[config.mk]
export PLATFORM = sky130hd
export DESIGN_NAME = pixel_writer
export DESIGN_NICKNAME = d
export VERILOG_FILES = /design/src/rtl/gfx_pkg.sv /design/src/rtl/pix_addr.sv /design/src/rtl/pixel_writer.sv
export SDC_FILE = /design/constraint.sdc
export NUM_CORES = 1
export LEC_CHECK = 0
export BUFFER_PORTS_ARGS = -buffer_cell sky130_fd_sc_hd__buf_2
export CAP_MARGIN = 10
export CELL_PAD_IN_SITES_DETAIL_PLACEMENT = 0
export CELL_PAD_IN_SITES_GLOBAL_PLACEMENT = 1
export CORE_ASPECT_RATIO = 0.9
export CORE_MARGIN = 2
export CORE_UTILIZATION = 41
export CTS_CLUSTER_DIAMETER = 40
export DETAILED_ROUTE_END_ITERATION = 12
export PLACE_DENSITY = 0.82
export SKIP_CTS_REPAIR_TIMING = 1
export SYNTH_ARGS = -nofsm -noshare
export SYNTH_HDL_FRONTEND = slang
export SYNTH_SLANG_ARGS = --single-unit
[constraint.sdc]
create_clock -name clk -period 2 [get_ports clk]
set_clock_uncertainty 0.15 [all_clocks]
set_input_delay 0.2 -clock clk [delete_from_list [all_inputs] [get_ports clk]]
set_output_delay 0.2 -clock clk [all_outputs]
set_load 0.05 [all_outputs]
[src/rtl/gfx_pkg.sv]
// gfx_pkg -- shared graphics constants and helpers.
//
// Holds the packed-pixel geometry derived for the default canvas
// (320x240, 4 bpp, 32-bit words) and the helpers that parameterised blocks
// (pixel_writer, fill, triangle) use to derive their own geometry and to
// test whether a signed coordinate falls on the canvas.
package gfx_pkg;

    // Pixels per memory word.
    function automatic int ppw_of(input int word, input int bpp);
        return word / bpp;
    endfunction

    // Bits needed for a linear pixel index over a width x height canvas.
    function automatic int idx_w_of(input int width, input int height);
        return $clog2(width * height);
    endfunction

    localparam int PPW   = ppw_of(32, 4);
    localparam int SLOTW = $clog2(PPW);
    localparam int IDXW  = idx_w_of(320, 240);

    // True when (px, py) lies on a w x h canvas. Callers sign-extend
    // their coordinates to 32 bits so negative values compare correctly.
    function automatic logic in_range(input logic signed [31:0] px,
                                      input logic signed [31:0] py,
                                      input int w, input int h);
        return (px >= 0) && (px < w) && (py >= 0) && (py < h);
    endfunction

endpackage

[src/rtl/pix_addr.sv]
// pix_addr -- combinational clip test and packed-pixel address split.
//
// Ports:
//   x, y     in  CORDW  signed pixel coordinates
//   inrange  out 1      pixel lies on the WIDTH x HEIGHT canvas
//   addr     out ADDRW  word address  (idx >> SLOTW)
//   slot     out SLOTW  pixel slot within the word (idx low bits)
// idx = y*WIDTH + x; the value is meaningless when inrange is low.
module pix_addr
    import gfx_pkg::*;
#(
    parameter int CORDW  = 16,
    parameter int WIDTH  = 320,
    parameter int HEIGHT = 240,
    parameter int SLOTW  = 3,
    parameter int IDXW   = 17,
    parameter int ADDRW  = 14
) (
    input  logic signed [CORDW-1:0] x,
    input  logic signed [CORDW-1:0] y,
    output logic                    inrange,
    output logic [ADDRW-1:0]        addr,
    output logic [SLOTW-1:0]        slot
);

    logic signed [31:0] x_ext;
    logic signed [31:0] y_ext;
    logic [IDXW-1:0]    idx;

    // Sign-extend so the range test and the multiply see true signed values.
    assign x_ext   = 32'(x);
    assign y_ext   = 32'(y);
    assign inrange = in_range(x_ext, y_ext, WIDTH, HEIGHT);
    assign idx     = IDXW'(y_ext * WIDTH + x_ext);
    assign addr    = ADDRW'(idx >> SLOTW);
    assign slot    = idx[SLOTW-1:0];

endmodule

[src/rtl/pixel_writer.sv]
// pixel_writer -- turns a valid/oe stream of signed (x, y, colour) pixels
// into masked word writes to a packed-pixel framebuffer port.
//
// Ports:
//   clk, rst_n            clock, asynchronous active-low reset
//   x, y, colour, valid   pixel input; taken on an edge with valid && oe
//   oe                    ready to the producer (combinational via mem_ready)
//   flush                 drain any held word (coalescing build only)
//   mem_addr/data/mask/we write request, held stable until mem_ready
//   mem_ready             memory accepts the write this cycle
//   clip                  one-cycle pulse: a pixel was discarded off-canvas
//   busy                  any pixel in flight or held
//
// Pipeline: S1 registers clip/address results, S2 is the write register.
// Build option PXW_COALESCE_EN: S2 holds a partial word and merges later
// pixels with the same address before issuing it.
module pixel_writer
    import gfx_pkg::*;
#(
    parameter int CORDW  = 16,
    parameter int WIDTH  = 320,
    parameter int HEIGHT = 240,
    parameter int BPP    = 4,
    parameter int WORD   = 32,
    parameter int ADDRW  = 14,
    localparam int PX_PER_WORD = ppw_of(WORD, BPP)
) (
    input  logic                    clk,
    input  logic                    rst_n,
    input  logic signed [CORDW-1:0] x,
    input  logic signed [CORDW-1:0] y,
    input  logic [BPP-1:0]          colour,
    input  logic                    valid,
    output logic                    oe,
    input  logic                    flush,
    output logic [ADDRW-1:0]        mem_addr,
    output logic [WORD-1:0]         mem_data,
    output logic [PX_PER_WORD-1:0]  mem_mask,
    output logic                    mem_we,
    input  logic                    mem_ready,
    output logic                    clip,
    output logic                    busy
);

    localparam int SLOT_W = $clog2(PX_PER_WORD);
    localparam int IDX_W  = idx_w_of(WIDTH, HEIGHT);

    logic                   pa_inrange;
    logic [ADDRW-1:0]       pa_addr;
    logic [SLOT_W-1:0]      pa_slot;

    logic                   s1_valid_reg;
    logic                   s1_inrange_reg;
    logic [ADDRW-1:0]       s1_addr_reg;
    logic [SLOT_W-1:0]      s1_slot_reg;
    logic [BPP-1:0]         s1_colour_reg;

    logic                   mem_we_reg;
    logic [ADDRW-1:0]       mem_addr_reg;
    logic [WORD-1:0]        mem_data_reg;
    logic [PX_PER_WORD-1:0] mem_mask_reg;
    logic                   clip_reg;

    logic [PX_PER_WORD-1:0] slot_hot;
    logic [WORD-1:0]        slot_bits;
    logic [WORD-1:0]        colour_rep;
    logic [PX_PER_WORD-1:0] mask_next;
    logic [WORD-1:0]        data_next;
    logic                   s1_write;
    logic                   s2_take;
    logic                   s1_adv;
    logic                   accept;

    pix_addr #(
        .CORDW (CORDW),
        .WIDTH (WIDTH),
        .HEIGHT(HEIGHT),
        .SLOTW (SLOT_W),
        .IDXW  (IDX_W),
        .ADDRW (ADDRW)
    ) u_pix_addr (
        .x      (x),
        .y      (y),
        .inrange(pa_inrange),
        .addr   (pa_addr),
        .slot   (pa_slot)
    );

    // One-hot slot select, widened to a per-bit lane mask, and the colour
    // replicated into every lane so masking picks out the target slot.
    genvar gi;
    generate
        for (gi = 0; gi < PX_PER_WORD; gi++) begin : g_slot
            assign slot_hot[gi]                = (s1_slot_reg == SLOT_W'(gi));
            assign slot_bits[gi*BPP +: BPP]    = {BPP{slot_hot[gi]}};
            assign colour_rep[gi*BPP +: BPP]   = s1_colour_reg;
        end
    endgenerate

    assign s1_write = s1_valid_reg && s1_inrange_reg;

`ifdef PXW_COALESCE_EN
    logic held_reg;
    logic flush_pend_reg;
    logic flush_any;
    logic flush_issue;

    // While a word is held, only a same-address pixel may enter S2; a
    // different address forces the held word out and waits in S1.
    assign s2_take     = held_reg ? (s1_addr_reg == mem_addr_reg)
                                  : (!mem_we_reg || mem_ready);
    assign mask_next   = (held_reg ? mem_mask_reg : '0) | slot_hot;
    assign data_next   = ((held_reg ? mem_data_reg : '0) & ~slot_bits)
                       | (colour_rep & slot_bits);
    assign flush_any   = flush || flush_pend_reg;
    // Flush waits until S1 has nothing left to merge into the held word.
    assign flush_issue = held_reg && flush_any && !s1_write;
    assign busy        = s1_valid_reg || mem_we_reg || held_reg;
`else
    logic unused_flush;

    assign unused_flush = flush;
    assign s2_take      = !mem_we_reg || mem_ready;
    assign mask_next    = slot_hot;
    assign data_next    = colour_rep & slot_bits;
    assign busy         = s1_valid_reg || mem_we_reg;
`endif

    // Off-canvas pixels never need S2, so they always leave S1.
    assign s1_adv = s1_valid_reg && (!s1_inrange_reg || s2_take);
    assign oe     = !s1_valid_reg || s1_adv;
    assign accept = valid && oe;

    always_ff @(posedge clk or negedge rst_n) begin
        if (!rst_n) begin
            s1_valid_reg   <= 1'b0;
            s1_inrange_reg <= 1'b0;
            s1_addr_reg    <= '0;
            s1_slot_reg    <= '0;
            s1_colour_reg  <= '0;
            clip_reg       <= 1'b0;
        end else begin
            clip_reg <= s1_valid_reg && !s1_inrange_reg;
            if (accept) begin
                s1_valid_reg   <= 1'b1;
                s1_inrange_reg <= pa_inrange;
                s1_addr_reg    <= pa_addr;
                s1_slot_reg    <= pa_slot;
                s1_colour_reg  <= colour;
            end else if (s1_adv) begin
                s1_valid_reg <= 1'b0;
            end
        end
    end

`ifdef PXW_COALESCE_EN
    always_ff @(posedge clk or negedge rst_n) begin
        if (!rst_n) begin
            mem_we_reg     <= 1'b0;
            mem_addr_reg   <= '0;
            mem_data_reg   <= '0;
            mem_mask_reg   <= '0;
            held_reg       <= 1'b0;
            flush_pend_reg <= 1'b0;
        end else begin
            if (mem_we_reg && mem_ready) begin
                mem_we_reg <= 1'b0;
            end
            if (s1_write && s2_take) begin
                mem_addr_reg <= s1_addr_reg;
                mem_data_reg <= data_next;
                mem_mask_reg <= mask_next;
                if (&mask_next) begin
                    mem_we_reg <= 1'b1;
                    held_reg   <= 1'b0;
                end else begin
                    held_reg   <= 1'b1;
                end
            end else if (s1_write && held_reg) begin
                mem_we_reg <= 1'b1;
                held_reg   <= 1'b0;
            end else if (flush_issue) begin
                mem_we_reg <= 1'b1;
                held_reg   <= 1'b0;
            end
            // Remember a flush until there is a held word to drain; drop it
            // once nothing is in flight.
            flush_pend_reg <= flush_any && !flush_issue
                            && (held_reg || mem_we_reg || s1_valid_reg);
        end
    end
`else
    always_ff @(posedge clk or negedge rst_n) begin
        if (!rst_n) begin
            mem_we_reg   <= 1'b0;
            mem_addr_reg <= '0;
            mem_data_reg <= '0;
            mem_mask_reg <= '0;
        end else begin
            if (mem_we_reg && mem_ready) begin
                mem_we_reg <= 1'b0;
            end
            if (s1_write && s2_take) begin
                mem_we_reg   <= 1'b1;
                mem_addr_reg <= s1_addr_reg;
                mem_data_reg <= data_next;
                mem_mask_reg <= mask_next;
            end
        end
    end
`endif

    assign mem_we   = mem_we_reg;
    assign mem_addr = mem_addr_reg;
    assign mem_data = mem_data_reg;
    assign mem_mask = mem_mask_reg;
    assign clip     = clip_reg;

endmodule

======== After elaboration in Yosys (flattened, before gate mapping) ========
Cells that the tools add are included.
Widths: inputs -> output; s select.
word-level totals
  flip-flop bits (word level) ............. 79
  input bits .............................. 41
  output and inout port bits .............. 58
  logic and storage cells ................. 47
operators by class
  add/sub/neg operators ................... 1
  multipliers ............................. 1
  magnitude comparators ................... 4
  eq/ne operators ......................... 7
  mux-type cells .......................... 4
  bitwise operators ....................... 1
  reductions and logical operators ........ 19
operator list
  operator               count
  $and 32x32->32         1
  $ge 16x1->1 const B    2
  $add 17x16->17         1
  $lt 16x10->1 const B   1
  $lt 16x9->1 const B    1
  $mul 16x4->11 const B  1
  $eq 3x3->1 const B     4
  $logic_and 1x1->1      9
  $eq 3x2->1 const B     2
  $logic_or 1x1->1       4
  $mux 1                 4
  $reduce_bool 2->1      2
  $eq 3x1->1 const B     1
  $logic_not 1->1        3
  $logic_not 3->1        1

======== Longest topological paths before layout ========
  depth in word-level cells ............... 7
  gate-level depth with buffers ........... 12

======== Hierarchy ========
A second synthesis with hierarchy kept.
unflattened totals
  cell total of the unflattened synthesis .. 345
  area total of the unflattened synthesis .. 4,055.1 µm²
modules (own cells, without submodules)
  module        times used  cells an instance  area an instance (µm²)
  pixel_writer  1           237                3,165.5
  pix_addr      1           108                889.6

======== Least setup slack after synthesis ========
Ideal clock, no wire load.
  path type ............................... input to register
  start ................................... input y[1]
  end ..................................... register s1_addr_reg[13]
  setup time .............................. 0.069 ns
  arrival time ............................ 2.985 ns
  required time ........................... 1.781 ns
  slack ................................... -1.205 ns
  cell stages on the path ................. 11
  path through ............................ ha_1 ha_1 fa_1 a21o_2 a21oi_1 xnor2_1 ha_1 a2111o_1 o2111a_1 a2111oi_2 nand3b_1
on the way
  cells in the longest elaborated chain, start to end .. 2
RTL lines
  element                 RTL line             text
  start: declaration      pixel_writer.sv:31   input logic signed [CORDW-1:0] y,
  $mul 16x4->11           pix_addr.sv:34       assign idx = IDXW'(y_ext * WIDTH + x_ext);
  $add 17x16->17          pix_addr.sv:34
  end signal: assignment  pixel_writer.sv:147  s1_addr_reg <= pa_addr;
  end: declaration        pixel_writer.sv:54   logic [ADDRW-1:0] s1_addr_reg;
No other way between the ends.
A chain may end at the register's enable or synchronous reset.

======== Final worst setup path ========
Ends and elaborated chain as after synthesis.

==> results.py <==
metrics = {
    "outcome": {
        "status": "finished, violations left",
        "violations": "negative setup slack",
    },
    "route": {
        "totalWireLength_um": 10010,
        "ant_nets": 0,
        "dr.first_iter.drc_count": 137,
        "viasPerCell": 5.118,
        "routedWlPerCell_um": 15.19,
        "firstDrtPassIters": 4,
        "vias": 3373,
        "drcViolationCount": 0,
    },
    "logic_synthesis": {
        "synth_most_common_cell": "nand2_1",
        "synth-main-ff-cell": "dfrtp_1",
        "yosysSeqAreaShare_pct": 50.11,
        "synthTopCellsByArea": "dfrtp_1 50%, nand2_1 9.1%, ha_1 8.2%, o31ai_1 8.2%, mux2_2 4.0%",
        "syn_inst": 382,
        "yosys_register_bits": 79,
        "synth.distinct_cells": 47,
        "syn-cell-area_um2": 3945,
        "synth_top_area_cell": "dfrtp_1",
        "synth-async-reset-ratio_pct": 100.0,
        "syn_area_per_cell_um2": 10.33,
        "synth_edf_count": 0,
        "ys_warn_count": 0,
        "syn_nets": 451,
        "yosys.area.top_type_share_pct": 50.11,
        "synth_common_cells": "96 x nand2_1, 79 x dfrtp_1, 43 x o31ai_1, 26 x ha_1, 14 x mux2_2",
    },
    "setup_path": {
        "r2r_end": "s1_addr_reg[12]",
        "critical_path_arrival_ns": 2.91,
        "cp-end-kind": "flip-flop",
        "required_ns": 2.13,
        "rr_startpoint": "s1_inrange_reg",
        "rrSetupSlack_ns": 0.20,
        "r2r_cells": 5,
        "crit_type": "in -> reg",
        "cp-start-kind": "input pin",
        "path_max_fanout": 2,
    },
    "die": {
        "ioPinCount": 99,
        "coreArea_um2": 9249,
        "start_util_pct": 42.65,
        "die_area_um2": 10420,
        "die-width_um": 107.4,
        "die_h_um": 97.06,
        "std_cell_rows": 33,
    },
    "global_routing": {
        "grt_max_degree": 44,
        "grt_pass1_vias": 3340,
        "antenna_found_initial": 0,
        "grt_usage_pct": 19.73,
        "grt_overflow": 0,
        "grt_first_pass_wirelength_um": 16450,
    },
    "clock_network": {
        "cts-htree-levels": 3,
        "worstSkewPairLatency_ns": 0.35,
        "tritoncts": "built",
        "clock-sinks": 79,
        "cts_buffer_depth": 2,
        "clock_tree.root_cell": "clkbuf_8",
        "clkTransAtPathRegs_ns": 0.08,
        "cts_buffers": 9,
    },
    "sta": {
        "finalCriticalPeriod_ns": 2.775,
        "timing.final.crit_share_pct": 138.7,
        "rsz0062_at_grt": "true",
        "worst_slew_pin_slew_ns": 0.5599,
        "holdWs_ns": 0.02714,
        "max_freq_ghz": 0.3604,
        "finalHoldViolations": 0,
        "setup_ws_ns": -0.7747,
        "finalSetupViolations": 7,
        "drv_slew": 0,
        "relSlewSlack_pct": 62.67,
    },
    "hold_path": {
        "hold_path_depth": 4,
        "hp-class": "in -> reg",
        "holdPathEnd": "s1_inrange_reg",
        "hp-start": "y[13]",
    },
    "cells_and_area": {
        "area_growth_pct": 38.92,
        "drive_gt1_share_pct": 39.11,
        "largest_reg_flops": 32,
        "antennaDiodeCount": 0,
        "nNetsFinal": 601,
        "fin_area_um2": 5480,
    },
    "flow_run": {
        "maxCapViolations": 0,
    },
    "power": {
        "powerDensity_nw_per_um2": 738.3,
        "finalPower_mw": 4.046,
        "vdd_drop_max_mv": 0.3198,
        "p_leak_nw": 2.802,
    },
    "placement": {
        "port-buffer-count": 97,
        "gp_congestion": 0.7909,
        "dpl-instance-area_um2": 5015,
        "dp_hpwl_um": 7425,
    },
}
[layer usage]
metal  wire length [um]  vias up  global-route usage [%]
met5                  0        -                       0
met4                 90        0                   4.142
met3                496        9                   3.353
met2               4698       92                   30.87
met1               4726     1598                   28.97
li1                   -     1674                       -
[per-stage QoR]
stage | instances | worst slack (ns) | setup TNS, ns | utilization, %
floorplan | 382 | -0.8718 | -4.248 | -
global placement | 630 | -1.112 | -5.186 | 54.22
finish | 659 | -0.7747 | -2.655 | 59.25
global route | 659 | -0.8440 | -3.155 | 59.25
detailed placement | 630 | -1.155 | -5.488 | 54.22
CTS | 646 | -0.8006 | -2.988 | 56.52
[power by group]
| group | switching, mW | internal (mW) | leakage [nW] |
|---|---|---|---|
| Clock | 0.612 | 0.630 | 0.105 |
| Sequential | 0.0598 | 1.69 | 1.06 |
| Combinational | 0.521 | 0.537 | 1.64 |
| Total | 1.19 | 2.85 | 2.80 |
[worst max-delay path, stage by stage]
cell and delay (ns):
buf_8 0.10, ha_4 0.24, ha_4 0.16, fa_2 0.37, a21o_4 0.22, a21oi_4 0.18, xnor2_2 0.15, ha_1 0.28
a2111o_1 0.39, o2111a_1 0.28, a2111oi_2 0.20, nand3b_1 0.15
[placed cells by master, fill, tap and decap left out, types with 5 or more instances in the layout]
cell           Yosys  routed
ha_4               0       9
nand2_1           96      95
clkbuf_8           0      10
xnor2_1            7       6
dlygate4sd3_1      0      12
o21ai_0           10       6
dfrtp_1           79      78
o21ai_1            1       5
a21o_1             8       8
buf_4              0      45
nor2_1             7       6
ha_1              26      16
o31ai_1           43      42
mux2_2            14      14
buf_2              1      94
inv_1              6       6
[worst max-delay path by stage]
stage / end / startpoint / depth (start not counted)
after floorplan: s1_addr_reg[13] / y[1] / 11
after global placement: s1_addr_reg[13] / y[1] / 12
after detailed placement: s1_addr_reg[13] / y[1] / 12
after CTS: s1_addr_reg[13] / y[1] / 12
after global routing: s1_addr_reg[13] / y[1] / 12
final: s1_addr_reg[13] / y[1] / 12
[kinds of logic (layout without fill, tap and decap cells)]
logic type	after synthesis	after routing	synth area share (%)
xor+xnor	10	10	2.220
compound gates	90	90	16.78
fa+ha+maj	28	28	9.261
buf+inv	26	181	2.696
simple gates	134	134	14.68
mux	15	15	4.250
flops	79	79	50.11
[cell type report]
type | count | area [um^2]
flip-flops and latches | 79 | 1978
clock buffers | 10 | 137.6
multi-input cells | 277 | 2082
clock inverters | 6 | 75.07
inverters | 7 | 26.28
repair buffers | 158 | 1028
well taps | 122 | 152.6
fillers | 805 | 3769
(Power assumes the default switching activity.)
